### src/rtl/d_cache_pkg.sv
// d_cache_pkg: shared state enum and default geometry for the write-back data cache
package d_cache_pkg;
  localparam int DEF_ENTRIES = 8;
  localparam int DEF_ADDR_W = 30;
  localparam int DEF_DATA_W = 64;
  typedef enum logic [1:0] {IDLE, WRITEBACK, ALLOCATE} state_t;
endpackage

### src/rtl/d_cache_array.sv
// d_cache_array: valid/dirty/tag/data storage, one combinational read port and one write port
module d_cache_array #(
  parameter int ENTRIES = 8,
  parameter int TAG_W = 27,
  parameter int DATA_W = 64
) (
  input  logic                       clk,
  input  logic                       rst_n,
  input  logic [$clog2(ENTRIES)-1:0] idx_i,
  input  logic                       we_i,
  input  logic [TAG_W-1:0]           wtag_i,
  input  logic [DATA_W-1:0]          wdata_i,
  input  logic                       wdirty_i,
  output logic                       valid_o,
  output logic                       dirty_o,
  output logic [TAG_W-1:0]           tag_o,
  output logic [DATA_W-1:0]          data_o
);
  logic [ENTRIES-1:0] valid_q, dirty_q;
  logic [TAG_W-1:0] tag_q [ENTRIES];
  logic [DATA_W-1:0] data_q [ENTRIES];
  assign valid_o = valid_q[idx_i];
  assign dirty_o = dirty_q[idx_i];
  assign tag_o = tag_q[idx_i];
  assign data_o = data_q[idx_i];
  // line status flags; cleared by reset so every line starts invalid and clean
  always_ff @(posedge clk) begin
    if (!rst_n) begin
      valid_q <= '0;
      dirty_q <= '0;
    end else if (we_i) begin
      valid_q[idx_i] <= 1'b1;
      dirty_q[idx_i] <= wdirty_i;
    end
  end
  // tag and data payload; never cleared, validity is tracked by the flags
  always_ff @(posedge clk) begin
    if (we_i) begin
      tag_q[idx_i] <= wtag_i;
      data_q[idx_i] <= wdata_i;
    end
  end
endmodule

### src/rtl/d_cache_wb.sv
// d_cache_wb: direct-mapped write-back data cache with miss FSM (IDLE/WRITEBACK/ALLOCATE)
module d_cache_wb
  import d_cache_pkg::*;
#(
  parameter int ENTRIES = DEF_ENTRIES,
  parameter int ADDR_W = DEF_ADDR_W,
  parameter int DATA_W = DEF_DATA_W
) (
  input  logic              clk,
  input  logic              rst_n,
  input  logic              proc_read,
  input  logic              proc_write,
  input  logic [ADDR_W-1:0] proc_addr,
  input  logic [DATA_W-1:0] proc_wdata,
  output logic [DATA_W-1:0] proc_rdata,
  output logic              proc_stall,
  output logic              mem_read,
  output logic              mem_write,
  output logic [ADDR_W-1:0] mem_addr,
  output logic [DATA_W-1:0] mem_wdata,
  input  logic [DATA_W-1:0] mem_rdata,
  input  logic              mem_ready
);
  localparam int IDX_W = $clog2(ENTRIES);
  localparam int TAG_W = ADDR_W - IDX_W;
  state_t state_q, state_d;
  logic [IDX_W-1:0] idx;
  logic [TAG_W-1:0] tag, c_tag;
  logic [DATA_W-1:0] c_data;
  logic c_valid, c_dirty, hit, req, fill, whit;
  assign idx = proc_addr[IDX_W-1:0];
  assign tag = proc_addr[ADDR_W-1:IDX_W];
  assign hit = c_valid && (c_tag == tag);
  assign req = proc_read || proc_write;
  assign fill = (state_q == ALLOCATE) && mem_ready;
  assign whit = (state_q == IDLE) && proc_write && hit;
  d_cache_array #(.ENTRIES(ENTRIES), .TAG_W(TAG_W), .DATA_W(DATA_W)) u_array (
    .clk(clk),
    .rst_n(rst_n),
    .idx_i(idx),
    .we_i(fill || whit),
    .wtag_i(tag),
    .wdata_i(fill ? mem_rdata : proc_wdata),
    .wdirty_i(!fill),
    .valid_o(c_valid),
    .dirty_o(c_dirty),
    .tag_o(c_tag),
    .data_o(c_data)
  );
  // miss-handling state register; reset abandons any in-flight request
  always_ff @(posedge clk) begin
    if (!rst_n) state_q <= IDLE;
    else state_q <= state_d;
  end
  // next state and state-decoded memory/CPU outputs
  always_comb begin
    state_d = state_q;
    state_d = (state_q == IDLE && req && !hit) ? (c_valid && c_dirty ? WRITEBACK : ALLOCATE)
            : (state_q == WRITEBACK && mem_ready) ? ALLOCATE
            : (state_q == ALLOCATE && mem_ready) ? IDLE : state_q;
    mem_write = state_q == WRITEBACK;
    mem_read = state_q == ALLOCATE;
    mem_addr = (state_q == WRITEBACK) ? {c_tag, idx} : (state_q == ALLOCATE) ? proc_addr : '0;
    mem_wdata = (state_q == WRITEBACK) ? c_data : '0;
    proc_stall = (state_q != IDLE) || (req && !hit);
    proc_rdata = (state_q == IDLE && proc_read && hit) ? c_data : '0;
  end
endmodule

### config.mk
export PLATFORM = sky130hd
export DESIGN_NAME = d_cache_wb
export DESIGN_NICKNAME = d
export VERILOG_FILES = /design/src/rtl/d_cache_pkg.sv /design/src/rtl/d_cache_array.sv /design/src/rtl/d_cache_wb.sv
export SDC_FILE = /design/constraint.sdc
export NUM_CORES = 1
export LEC_CHECK = 0
export ABC_AREA = 1
export BUFFER_PORTS_ARGS = -buffer_cell sky130_fd_sc_hd__buf_2
export CAP_MARGIN = 20
export CORE_ASPECT_RATIO = 1.5
export CORE_UTILIZATION = 46
export DETAILED_ROUTE_END_ITERATION = 8
export PLACE_DENSITY = 0.61
export RECOVER_POWER = 25
export SLEW_MARGIN = 25
export SYNTH_ARGS = -nofsm -noshare
export SYNTH_HDL_FRONTEND = slang
export SYNTH_SLANG_ARGS = --single-unit
### constraint.sdc
create_clock -name clk -period 5.34 [get_ports clk]
set_clock_uncertainty 0.2 [all_clocks]
set_input_delay 0.267 -clock clk [delete_from_list [all_inputs] [get_ports clk]]
set_output_delay 0.267 -clock clk [all_outputs]
set_load 0.05 [all_outputs]
* Word-level counts from Yosys, hierarchy flattened
Memory sizes are Yosys's and may differ from the RTL's.
Cells that the tools add are included.
** Operators by class
- Order comparisons :: 2
- Eq/ne operators :: 3
- Multiplexer cells :: 18
- Bitwise operators :: 1
- Reductions and logical operators :: 20
** Operator list (count)
- $mux W64 :: 3
- $mux W30 :: 2
- $eq A27 B27 Y1 :: 1
- $logic_and A1 B1 Y1 :: 12
- $bwmux W8 :: 1
- $mux W2 :: 4
- $or A8 B8 Y8 :: 1
- $bmux W1 S3 :: 2
- $mux W1 :: 5
- $lt A3 B4 Y1 const B :: 1
- $demux W1 S3 :: 1
- $ge A3 B1 Y1 const B :: 1
- $logic_or A1 B1 Y1 :: 3
- $reduce_bool A3 Y1 :: 1
- $eq A2 B1 Y1 const B :: 1
- $eq A2 B2 Y1 const B :: 1
- $logic_not A1 Y1 :: 2
- $logic_not A2 Y1 :: 1
- $reduce_bool A2 Y1 :: 1
** Storage, ports and cells
- Register bits :: 18
- RAM bits :: 728
- Bits of input ports :: 163
- Word-level logic and storage cells :: 49
- Memories kept :: 2
** Memories
- u_array.data_q :: words 8, bits a word 64, rd ports 1, clocked after memory_dff 0, write ports 1, RTL line d_cache_array.sv:21 : logic [DATA_W-1:0] data_q [ENTRIES];
- u_array.tag_q :: words 8, bits a word 27, rd ports 1, clocked after memory_dff 0, write ports 1, RTL line d_cache_array.sv:20 : logic [TAG_W-1:0] tag_q [ENTRIES];

* Depth between registers and ports, before layout
Gate-level depths: netlist (run 1).
- Depth in word-level cells :: 7
- Gate-level depth with buffers :: 19

* Cells and area by module
A second synthesis (run 1) with hierarchy kept.
** Second synthesis, totals
- Cell total of the unflattened synthesis :: 3779
- Area total of the unflattened synthesis :: 35137.4 µm²
** Modules (own cells, without submodules)
- d_cache_array :: times used 1, cells each 3263, area each 32257.2 µm², sequential area each 22181.3 µm²
- d_cache_wb :: times used 1, cells each 516, area each 2880.3 µm², sequential area each 40.0 µm²

* Worst setup path before layout (run 1)
Ideal clock, no wire load.
- Kind :: flip-flop to flip-flop
- Start point :: register state_q[1]
- End point :: memory u_array.data_q[4][0] (enable)
- Setup time :: 445 ps
- Arrival :: 3860 ps
- Slack :: 835 ps
- Stages on the path, launching flop included :: 7
- Buffers on the path :: 0
- Period minus slack after synthesis :: 4505 ps
- Cell sequence :: dfxtp_1 -> inv_1 -> nor2_1 -> nand2_1 -> nand2_4 -> nand2_2 -> inv_1
** RTL lines
- start: declaration :: RTL line d_cache_wb.sv:26 : state_t state_q, state_d;
- start signal: assignment :: RTL line d_cache_wb.sv:53 : else state_q <= state_d;
- $eq A2 B2 Y1
- net mem_read :: RTL line d_cache_wb.sv:17 : output logic mem_read,
- $logic_and A1 B1 Y1 :: RTL line d_cache_wb.sv:35 : assign fill = (state_q == ALLOCATE) && mem_ready;
- $logic_or A1 B1 Y1 :: RTL line d_cache_wb.sv:41 : .we_i(fill || whit),
- $mux W1 :: RTL line d_cache_array.sv:38 : if (we_i) begin
- $mux W1 (not written as such) :: RTL line d_cache_array.sv:40 : data_q[idx_i] <= wdata_i;
- end: declaration :: RTL line d_cache_array.sv:21
The timed path passes the listed nets, and every way through them passes these cells.

* Worst setup path in the final report (run 1)
- Start point :: input port proc_addr[0]
- End point :: output port proc_rdata[11]
** On the way
- Word-level cells in the longest chain between the ends :: 5
** Ends and longest elaborated chain
- start: declaration :: RTL line d_cache_wb.sv:13 : input logic [ADDR_W-1:0] proc_addr,
- $mem_v2 Z8 W27 / $bmux W1 S3 (equally long branches)
- $eq A27 B27 Y1 / $mux W1 (equally long branches) :: RTL line d_cache_wb.sv:33, d_cache_array.sv:22
- $logic_and A1 B1 Y1 :: RTL line d_cache_wb.sv:33 : assign hit = c_valid && (c_tag == tag);
- $logic_and A1 B1 Y1 :: RTL line d_cache_wb.sv:66 : proc_rdata = (state_q == IDLE && proc_read && hit) ? c_data : '0;
- $mux W64 (*) :: RTL line d_cache_wb.sv:66
- end: declaration :: RTL line d_cache_wb.sv:15 : output logic [DATA_W-1:0] proc_rdata,
Mark *: on every way between the ends. The rest lies on a longest branch, timed or not. The select of a mux whose other input is x is not followed.

==> flow_summary.yaml, run 1 <==
floorplan:
  die_area_mm2: 0.0671
  ioPinCount: 324
  num_rows: 115
  die_h_um: 317
  initial_utilization: 0.464
  coreArea_mm2: 0.0655
  die_w_um: 212
place:
  routabilityCongestion: 0.853
  place_ws_ps: 1010
  place_inst: 3497
  place_area_mm2: 0.0331
  dpl.hpwl_mm: 46.0
  port_buffers: 323
cells_and_area:
  finish.instance_area_mm2: 0.0368
  fillCellCount: 5340
  nets: 3015
  layout.cells.non_filler: 3784
  final_util: 0.562
  drive_above_1_share: 0.179
  syn_to_final_growth_pct: 21.3
route:
  drt_wl_total_mm: 78.9
  post_drt_via_cell_ratio: 5.33
  wl_per_cell_um: 20.8
  ant_nets: 0
  vias: 20164
  drt_iter0_markers: 1548
  drc: 0
  first_pass_iters: 5
synthesis:
  syn_area_per_cell_um2: 12.8
  ys_seq_area_frac: 0.732
  syn_area_mm2: 0.0304
  yosysMostFrequentCell: "edfxtp_1"
  synth_fp_nets: 2531
  ys_types: 39
  async_flop_share: 0
  ys_seq_elements: 746
  synth-main-ff-cell: "edfxtp_1"
  synth_top_area_share: 0.720
  synthTopCellsByArea: "edfxtp_1, nand2_1, inv_1, nor2_1, mux2_2"
  synth_common_cells: "edfxtp_1, nand2_1, inv_1, nor2_1"
  ys_warn_count: 0
  synthCells: 2368
  yosysTopAreaCell: "edfxtp_1"
  synth_edf_count: 728
clocking:
  cts_tree: "yes"
  root_buffer: "clkbuf_16"
  cts_buffers: 70
  htreeDepth: 3
  clkTransAtPathRegs_ps: 60
  cts_max_path_buffers: 3
  clk_latency_ps: 600
  cts_repair_resize_count: 0
  cts.sinks: 746
critical_path:
  rrSetupSlack_ps: 1460
  required_ps: 4870
  crit_buf_inv: 6
  cpMaxStageDelayCell: "clkinv_2"
  cp_slowest_stage_delay_ps: 560
  r2r_end: "u_array.data_q[3][33]"
  crit_arrival_ps: 3830
  reg2regPathDepth: 6
  worstSetupPathType: "input pin to output port"
  endpoint_kind: "output port"
  path_delay_family: "buffers and inverters"
  r2r_start: "state_q[1]"
  path_cells: "clkbuf_1 -> clkinv_2 -> buf_12 -> nand2_1 -> nand3_1 -> nand2_1 -> inv_1 -> nand2_1 -> nor2_1 -> nor2_1 -> nand2_1 -> nor2_1 -> nand2_1 -> nor2_1 -> nand4_4 -> buf_4 -> nor2_1 -> buf_2"
  cp-start-kind: "input pin"
  crit_path_max_fanout: 63
worst_hold_path:
  hp-class: "input pin to flip-flop"
  min_path_cells: 7
  whs_endpoint: "state_q[0]"
  hp-start: "proc_addr[2]"
global_routing:
  grt_pass1_wl_mm: 118
  grt_use_total: 0.236
  grt_max_degree: 140
  antenna_found_initial: 2
  grt_pass1_vias: 20208
  gr-total-overflow: 0
pwr:
  p_leak_nw: 14.1
  switching_share: 0.234
  p_comb_frac: 0.096
  seqPwrFrac: 0.525
  powerDensity_mw_per_mm2: 340
  ir_drop_v: 0.000272
  p_total_mw: 12.5
  power_frac_clock: 0.379
  power_switching_mw: 2.93
  p_int_mw: 9.58
timing:
  fmax_mhz: 233
  finalHoldViolCount: 0
  finalMaxSlewViolations: 0
  timing.final.ws_setup_ps: 1040
  rsz0062_at_grt: "no"
  setup_violations: 0
  period_needed_ps: 4300
  finalCritPeriodShare: 0.805
  setup-tns-final_ps: 0
  tightestPinTransition_ps: 1030
  holdWs_ps: 233
  relSlewSlack: 0.311
outcome:
  status: "complete, no violations"
run:
  cap_violations: 0
[worst max-delay path by stage]
stage	startpoint	depth (start not counted)	to
after floorplan	state_q[1]	6	u_array.data_q[4][0]
after global placement	proc_addr[0]	19	u_array.data_q[7][52]
after detailed placement	proc_addr[0]	18	u_array.data_q[7][41]
after CTS	state_q[0]	6	mem_addr[1]
after global routing	proc_addr[0]	18	proc_rdata[9]
final	proc_addr[0]	18	proc_rdata[11]
[cells in the final DEF, fill, tap and decap left out, types with 6 or more instances in the layout]
master | synthesis | routed
buf_4 | 8 | 25
nor3_1 | 6 | 6
a221oi_1 | 55 | 55
buf_2 | 24 | 291
o21ai_0 | 34 | 34
o22ai_1 | 19 | 19
nand4_1 | 63 | 63
dlygate4sd3_1 | 0 | 160
a21oi_1 | 30 | 30
nor2_1 | 242 | 237
edfxtp_1 | 728 | 728
buf_12 | 0 | 18
clkinv_2 | 0 | 15
or2_2 | 7 | 7
mux2_2 | 64 | 57
dfxtp_1 | 18 | 18
clkbuf_1 | 55 | 54
a22oi_1 | 77 | 77
nand3_1 | 77 | 77
o21ai_1 | 13 | 13
nand2_1 | 453 | 460
clkinv_1 | 1 | 13
a22o_1 | 55 | 55
inv_4 | 1 | 9
inv_1 | 266 | 257
o211ai_1 | 7 | 7
clkbuf_16 | 0 | 71
mux2_1 | 0 | 7
nor2_4 | 1 | 7
[area by class of cell]
| cell class | instances | area [um2] | share of cell area |
|---|---|---|---|
| sequential | 746 | 22200 | 0.604 |
| multi-input combinational | 1235 | 6580 | 0.179 |
| timing repair buffer | 526 | 3730 | 0.101 |
| clock buffer | 93 | 1860 | 0.0505 |
| tap | 877 | 1100 | 0.0298 |
| inverter | 273 | 1050 | 0.0285 |
| clock inverter | 33 | 277 | 0.00751 |
| antenna | 1 | 2.50 | 0.0000680 |
[routing by layer]
| metal | track usage | part of all wire | up-vias | wire length, um |
|---|---|---|---|---|
| li1 | - | - | 9376 | - |
| met1 | 0.283 | 0.39 | 9982 | 31000 |
| met2 | 0.426 | 0.52 | 679 | 41400 |
| met3 | 0.0285 | 0.051 | 127 | 4010 |
| met4 | 0.100 | 0.032 | 0 | 2550 |
| met5 | 0 | 0 | - | 0 |
[power by group through the flow]
stage	combinational [mW]	clock, mW	sequential, mW
after detailed placement	1.09	0	6.69
after global routing	1.29	5.03	6.56
final	1.20	4.74	6.56
after CTS	1.22	4.83	6.56
after floorplan	0.687	0	6.69
after global placement	1.08	0	6.68
[flip-flops by register name, summed over array words and instances, names as in the netlist]
signal	cells
state_q	2
u_array.data_q	512
u_array.dirty_q	8
u_array.tag_q	216
u_array.valid_q	8
[tightest hold or removal path, stage by stage]
cell and delay [ps]:
buf_2 200, nand2_1 100, nand2_1 70, o31ai_1 90, nand4_1 130, nand2_1 80
nor2_1 40
[timing repair]
item                                   CTS  global route
setup buffers                            0             0
hold buffers                           160             0
endpoints found under the hold margin  746             0
[logic make-up after synthesis]
| logic type | count (synthesis) | share of synthesized area |
|---|---|---|
| simple gates | 876 | 0.122 |
| flops | 746 | 0.732 |
| buf+inv | 387 | 0.0524 |
| compound gates | 295 | 0.0704 |
| mux | 64 | 0.0237 |
No activity file was read; power rests on OpenSTA's default activity.
==> run 2, diff against run 1 <==
Settings changed: ABC_AREA 1 to 0, PLACE_DENSITY 0.61 to 0.63.
Clock period 5.34 ns to 3.7 ns, I/O delays scaled along.
==> run 2 against run 1 <==
  * The flow now finishes with violations (negative setup slack)
  * Synthesized cell count down 21%
  * Core utilization up 5.7 points
  * Non-clock buffer count up 178
  * Final area up 8.9%
  * Total power up 47%
  * Sequential power up 45%
  * Register-to-register slack worse by 1800 ps
  * Setup slack worse by 1600 ps
  * First-iteration DRC count down 13%
  * Count of clock-buffer cells in the layout down 8
  * Critical endpoint is now proc_rdata[27]
==> flow_summary.yaml, run 2 <==
timing:
  relSlewSlack: 0.255
  finalCritPeriodShare: 1.15
  timing.final.ws_setup_ps: -573
  tightestPinTransition_ps: 1120
  rsz0062_at_grt: "yes"
  setup-tns-final_ps: -159020
  setup_violations: 789
  holdWs_ps: 268
  finalHoldViolCount: 0
  finalMaxSlewViolations: 0
  fmax_mhz: 234
  period_needed_ps: 4270
floorplan:
  ioPinCount: 324
  initial_utilization: 0.468
  die_h_um: 316
  die_w_um: 212
  die_area_mm2: 0.0670
  coreArea_mm2: 0.0648
  num_rows: 114
synthesis:
  synth_top_area_share: 0.721
  async_flop_share: 0
  synth_fp_nets: 2042
  ys_seq_area_frac: 0.733
  synth-main-ff-cell: "edfxtp_1"
  synth_common_cells: "edfxtp_1, nand2_1, a22oi_1, clkbuf_1, nor2_1"
  synth-xor-area-share: 0.00693
  synth_fa_ha_area_frac: 0
  yosysMostFrequentCell: "edfxtp_1"
  ys_seq_elements: 746
  synthTopCellsByArea: "edfxtp_1, mux4_2, nand2_1, a22oi_1, nor4_2"
  yosys-mux-area-fraction: 0.0634
  synthSimpleGateAreaFrac: 0.0901
  yosysTopAreaCell: "edfxtp_1"
  synth-compound-area-share: 0.0816
  synthCells: 1879
  ys_types: 62
  synth_edf_count: 728
  syn_area_per_cell_um2: 16.1
  synth_top_family_by_area: "simple AND/OR/NAND/NOR gates"
  ys_warn_count: 0
  syn_area_mm2: 0.0303
global_routing:
  grt_pass1_vias: 20455
  gr-total-overflow: 0
  grt_use_total: 0.253
  grt_max_degree: 65
  antenna_found_initial: 0
  grt_pass1_wl_mm: 124
cells_and_area:
  final_util: 0.619
  reg_top3: "u_array.data_q (512), u_array.tag_q (216)"
  antenna_cells: 0
  largest_reg_flops: 512
  syn_to_final_growth_pct: 32.3
  fillCellCount: 4701
  nets: 2682
  regMostFlops: "u_array.data_q"
  drive_above_1_share: 0.312
  most-common-layout-cells: "edfxtp_1, nand2_1, buf_2, dlygate4sd3_1, buf_4"
  regArea_mm2: 0.0222
  layout_commonest_cell: "edfxtp_1"
  multiInputGateArea_mm2: 0.00817
critical_path:
  required_ps: 3310
  worstSetupPathType: "flip-flop to output port"
  cp-start-kind: "flip-flop"
  crit_path_max_fanout: 7
  crit_arrival_ps: 3890
  reg2regPathDepth: 10
  r2r_end: "u_array.data_q[4][43]"
  endpoint_kind: "output port"
  r2r_start: "u_array.tag_q[5][8]"
  rrSetupSlack_ps: -360
route:
  post_drt_via_cell_ratio: 5.71
  drt_wl_total_mm: 84.6
  ant_nets: 0
  first_pass_iters: 6
  drc: 0
  drt_iter0_markers: 1351
  wl_per_cell_um: 24.6
  vias: 19650
pwr:
  ir_drop_v: 0.000384
  powerDensity_mw_per_mm2: 457
  p_total_mw: 18.3
  p_leak_nw: 14.4
clocking:
  cts.sinks: 746
  cts_max_path_buffers: 3
  root_buffer: "clkbuf_16"
  cts_buffers: 71
  clk_latency_ps: 610
  clkTransAtPathRegs_ps: 60
  cts_tree: "yes"
  htreeDepth: 3
place:
  port_buffers: 323
  place_ws_ps: -594
  routabilityCongestion: 0.846
  dpl.hpwl_mm: 53.0
outcome:
  violations: "negative setup slack"
  status: "finished, violations left"
worst_hold_path:
  hp-class: "flip-flop to flip-flop"
  min_path_cells: 2
  hp-start: "u_array.valid_q[2]"
  whs_endpoint: "u_array.valid_q[2]"
run:
  cap_violations: 0
==> run 2: metrics by stage <==
| stage | std cells | cell area, um2 |
|---|---|---|
| 5_1_grt | 3441 | 40100 |
| 3_5_place_dp | 3139 | 35600 |
| 6_report | 3441 | 40100 |
| 3_3_place_gp | 3139 | 35600 |
| 2_1_floorplan | 1879 | 31100 |
| 4_1_cts | 3433 | 40000 |
==> run 2: worst max-delay path by stage <==
stage | startpoint | end | slack, ps | depth (start not counted)
after detailed placement | proc_addr[0] | proc_rdata[17] | -590 | 15
after global routing | u_array.tag_q[5][6] | proc_rdata[27] | -720 | 11
after global placement | proc_addr[0] | proc_rdata[33] | -570 | 15
after floorplan | proc_addr[0] | u_array.data_q[7][0] | -2420 | 11
final | u_array.tag_q[5][6] | proc_rdata[27] | -570 | 11
after CTS | u_array.tag_q[7][3] | proc_rdata[50] | -620 | 11
==> run 2: critical path, cell delays in order (launching register included) <==
cell	delay, ps
edfxtp_1	380
mux4_2	490
mux2i_2	220
xnor2_1	130
nor4_1	290
buf_4	150
nand4_1	160
or4b_4	670
buf_16	220
buf_16	160
nor4_4	190
buf_6	220
==> run 2: cell type report <==
cell class	instances	share of cell area
multi-input combinational	989	0.204
clock buffer	85	0.0456
tap	870	0.0271
clock inverter	40	0.00983
timing repair buffer	704	0.159
inverter	7	0.000655
sequential	746	0.554
==> run 2: per-layer routing <==
| layer | up-vias | GRT usage | routed length [um] |
|---|---|---|---|
| met5 | - | 0 | 0 |
| met4 | 0 | 0.0856 | 2160 |
| met3 | 137 | 0.0330 | 4630 |
| met2 | 753 | 0.459 | 44800 |
| met1 | 10006 | 0.311 | 33000 |
| li1 | 8754 | - | - |
==> run 2: kinds of logic after synthesis <==
kind of cell	Yosys count
DFF	746
and+or+nand+nor	514
buffers and inverters	144
AOI/OAI and AO/OA	328
xor gates and xnor gates	24
muxes	123
==> run 2: report_power, final <==
| group | leakage [nW] | switching, mW | internal [mW] |
|---|---|---|---|
| Clock | 1.08 | 3.04 | 4.03 |
| Sequential | 6.72 | 0.0226 | 9.45 |
| Combinational | 6.64 | 1.12 | 0.664 |
==> run 2: what timing repair did <==
| action | CTS | global route |
|---|---|---|
| endpoints found under the hold margin | 738 | 0 |
| hold buffers | 160 | 0 |
| gates cloned | 2 | 2 |
| resized for setup | 136 | 12 |
| setup buffers | 8 | 6 |
| pin swaps | 5 | 6 |
| setup endpoints to repair | 788 | 795 |
==> run 3, diff against run 2 <==
Settings changed: GPL_TIMING_DRIVEN set to 0.
==> run 3 against run 2 <==
  * The flow still finishes with violations (negative setup slack)
  * Setup slack got worse by 7.4 ps
  * Critical path depth decreased by 1
  * Global-route usage increased by 4.8 points
  * Die area unchanged
  * Worst hold slack got worse by 220 ps
  * First-iteration DRC count increased by 48%
  * Critical path type unchanged
  * Critical endpoint is now proc_rdata[39]
==> flow_summary.yaml, run 3 (synthesized netlist as in run 2, its figures left out) <==
cells_and_area:
  drive_above_1_share: 0.337
  regArea_mm2: 0.0222
  reg_top3: "u_array.data_q (512), u_array.tag_q (216)"
  multiInputGateArea_mm2: 0.00832
  final_util: 0.640
  layout_commonest_cell: "edfxtp_1"
  syn_to_final_growth_pct: 36.8
  nets: 2833
  layout.cells.non_filler: 3589
  most-common-layout-cells: "edfxtp_1, buf_2, nand2_1, dlygate4sd3_1, buf_6"
  fillCellCount: 4595
  antenna_cells: 0
  largest_reg_flops: 512
  regMostFlops: "u_array.data_q"
clocking:
  clk_latency_ps: 610
  clkTransAtPathRegs_ps: 70
  root_buffer: "clkbuf_16"
  cts_buffers: 70
  cts_max_path_buffers: 3
  htreeDepth: 3
  cts_tree: "yes"
  cts.sinks: 746
timing:
  finalMaxSlewViolations: 0
  tightestPinTransition_ps: 1140
  relSlewSlack: 0.239
  setup-tns-final_ps: -201040
  fmax_mhz: 234
  rsz0062_at_grt: "yes"
  timing.final.ws_setup_ps: -581
  period_needed_ps: 4280
  setup_violations: 896
  finalHoldViolCount: 0
  finalCritPeriodShare: 1.16
route:
  drc: 0
  ant_nets: 0
  drt_iter0_markers: 1997
  drt_wl_total_mm: 101
  wl_per_cell_um: 28.1
  first_pass_iters: 5
  post_drt_via_cell_ratio: 5.89
  vias: 21126
pwr:
  ir_drop_v: 0.000304
  p_leak_nw: 15.1
  p_total_mw: 18.3
  powerDensity_mw_per_mm2: 442
critical_path:
  crit_buf_inv: 3
  r2r_start: "u_array.tag_q[5][8]"
  r2r_end: "u_array.data_q[7][11]"
  endpoint_kind: "output port"
  cpMaxStageDelayCell: "or4b_4"
  reg2regPathDepth: 14
  crit_arrival_ps: 3900
  crit_top_cell: "buf_16"
  rrSetupSlack_ps: -430
  worstSetupPathType: "flip-flop to output port"
  cp-start-kind: "flip-flop"
  cp_slowest_stage_delay_ps: 600
  crit_path_max_fanout: 6
  path_cells: "mux4_2 -> mux2i_4 -> xnor2_1 -> or3b_4 -> nor3_4 -> or4b_4 -> buf_16 -> buf_16 -> nor4_4 -> buf_6"
  path_delay_family: "simple AND/OR/NAND/NOR gates"
  required_ps: 3310
global_routing:
  antenna_found_initial: 1
  grt_use_total: 0.301
  grt_pass1_wl_mm: 143
  gr-total-overflow: 0
  grt_max_degree: 15
  grt_pass1_vias: 21561
floorplan:
  ioPinCount: 324
  coreArea_mm2: 0.0648
  die_h_um: 316
  die_area_mm2: 0.0670
  initial_utilization: 0.468
  num_rows: 114
  die_w_um: 212
worst_hold_path:
  whs_endpoint: "u_array.data_q[7][46]"
  hp-class: "input pin to flip-flop"
  hp-start: "proc_wdata[46]"
  min_path_cells: 3
place:
  place_ws_ps: -2220
  dpl.hpwl_mm: 67.8
  port_buffers: 321
  routabilityCongestion: 0.846
  place_inst: 3185
outcome:
  violations: "negative setup slack"
  status: "finished, violations left"
run:
  cap_violations: 0
-- run 3: per-layer routing --
metal,track usage,wire length [um]
met2,0.540,52400
met3,0.0520,7490
met1,0.347,35600
met4,0.150,5150
met5,0,0
-- run 3: what timing repair did --
item	4_1_cts	5_1_grt
cloned	2	2
pin swaps	17	10
buffers inserted	123	5
hold endpoints to repair	738	0
resized for setup	445	16
endpoints found under the setup margin	862	1085
hold buffers	159	0
-- run 3: per-stage QoR --
| stage | hold WS (ps) | cell area [um2] |
|---|---|---|
| after floorplan | 83.9 | 31100 |
| after global placement | 244 | 33800 |
| after detailed placement | 261 | 34900 |
| after CTS | 14.8 | 41300 |
| after global routing | 58.1 | 41500 |
| final | 52.7 | 41500 |
-- run 3: worst min-delay path: cells and delay by family --
kind / cells / cell delay (ps)
buffers and inverters: 1 / 90
AND/OR/NAND/NOR: 2 / 370
-- run 3: cell type report --
cell class / instances / share of cell area
clock inverter: 28 / 0.00631
tap: 870 / 0.0262
sequential: 746 / 0.536
buffer: 132 / 0.0211
inverter: 7 / 0.000634
clock buffer: 93 / 0.0459
timing repair buffer: 724 / 0.163
multi-input combinational: 989 / 0.201
-- run 3: power breakdown --
group,switching (mW),internal [mW]
combinational,1.24,0.653
clock,3.05,3.90
sequential,0.0233,9.45
-- run 3: worst max-delay path by stage --
stage	start	slack, ps	end	depth (start not counted)
3_3_place_gp	proc_addr[2]	-6460	u_array.data_q[7][54]	13
6_report	u_array.tag_q[5][8]	-580	proc_rdata[39]	10
2_1_floorplan	proc_addr[0]	-2420	u_array.data_q[7][0]	11
5_1_grt	u_array.tag_q[5][8]	-660	proc_rdata[33]	10
3_5_place_dp	proc_addr[2]	-2220	u_array.data_q[7][53]	14
4_1_cts	u_array.tag_q[5][6]	-630	proc_rdata[33]	10
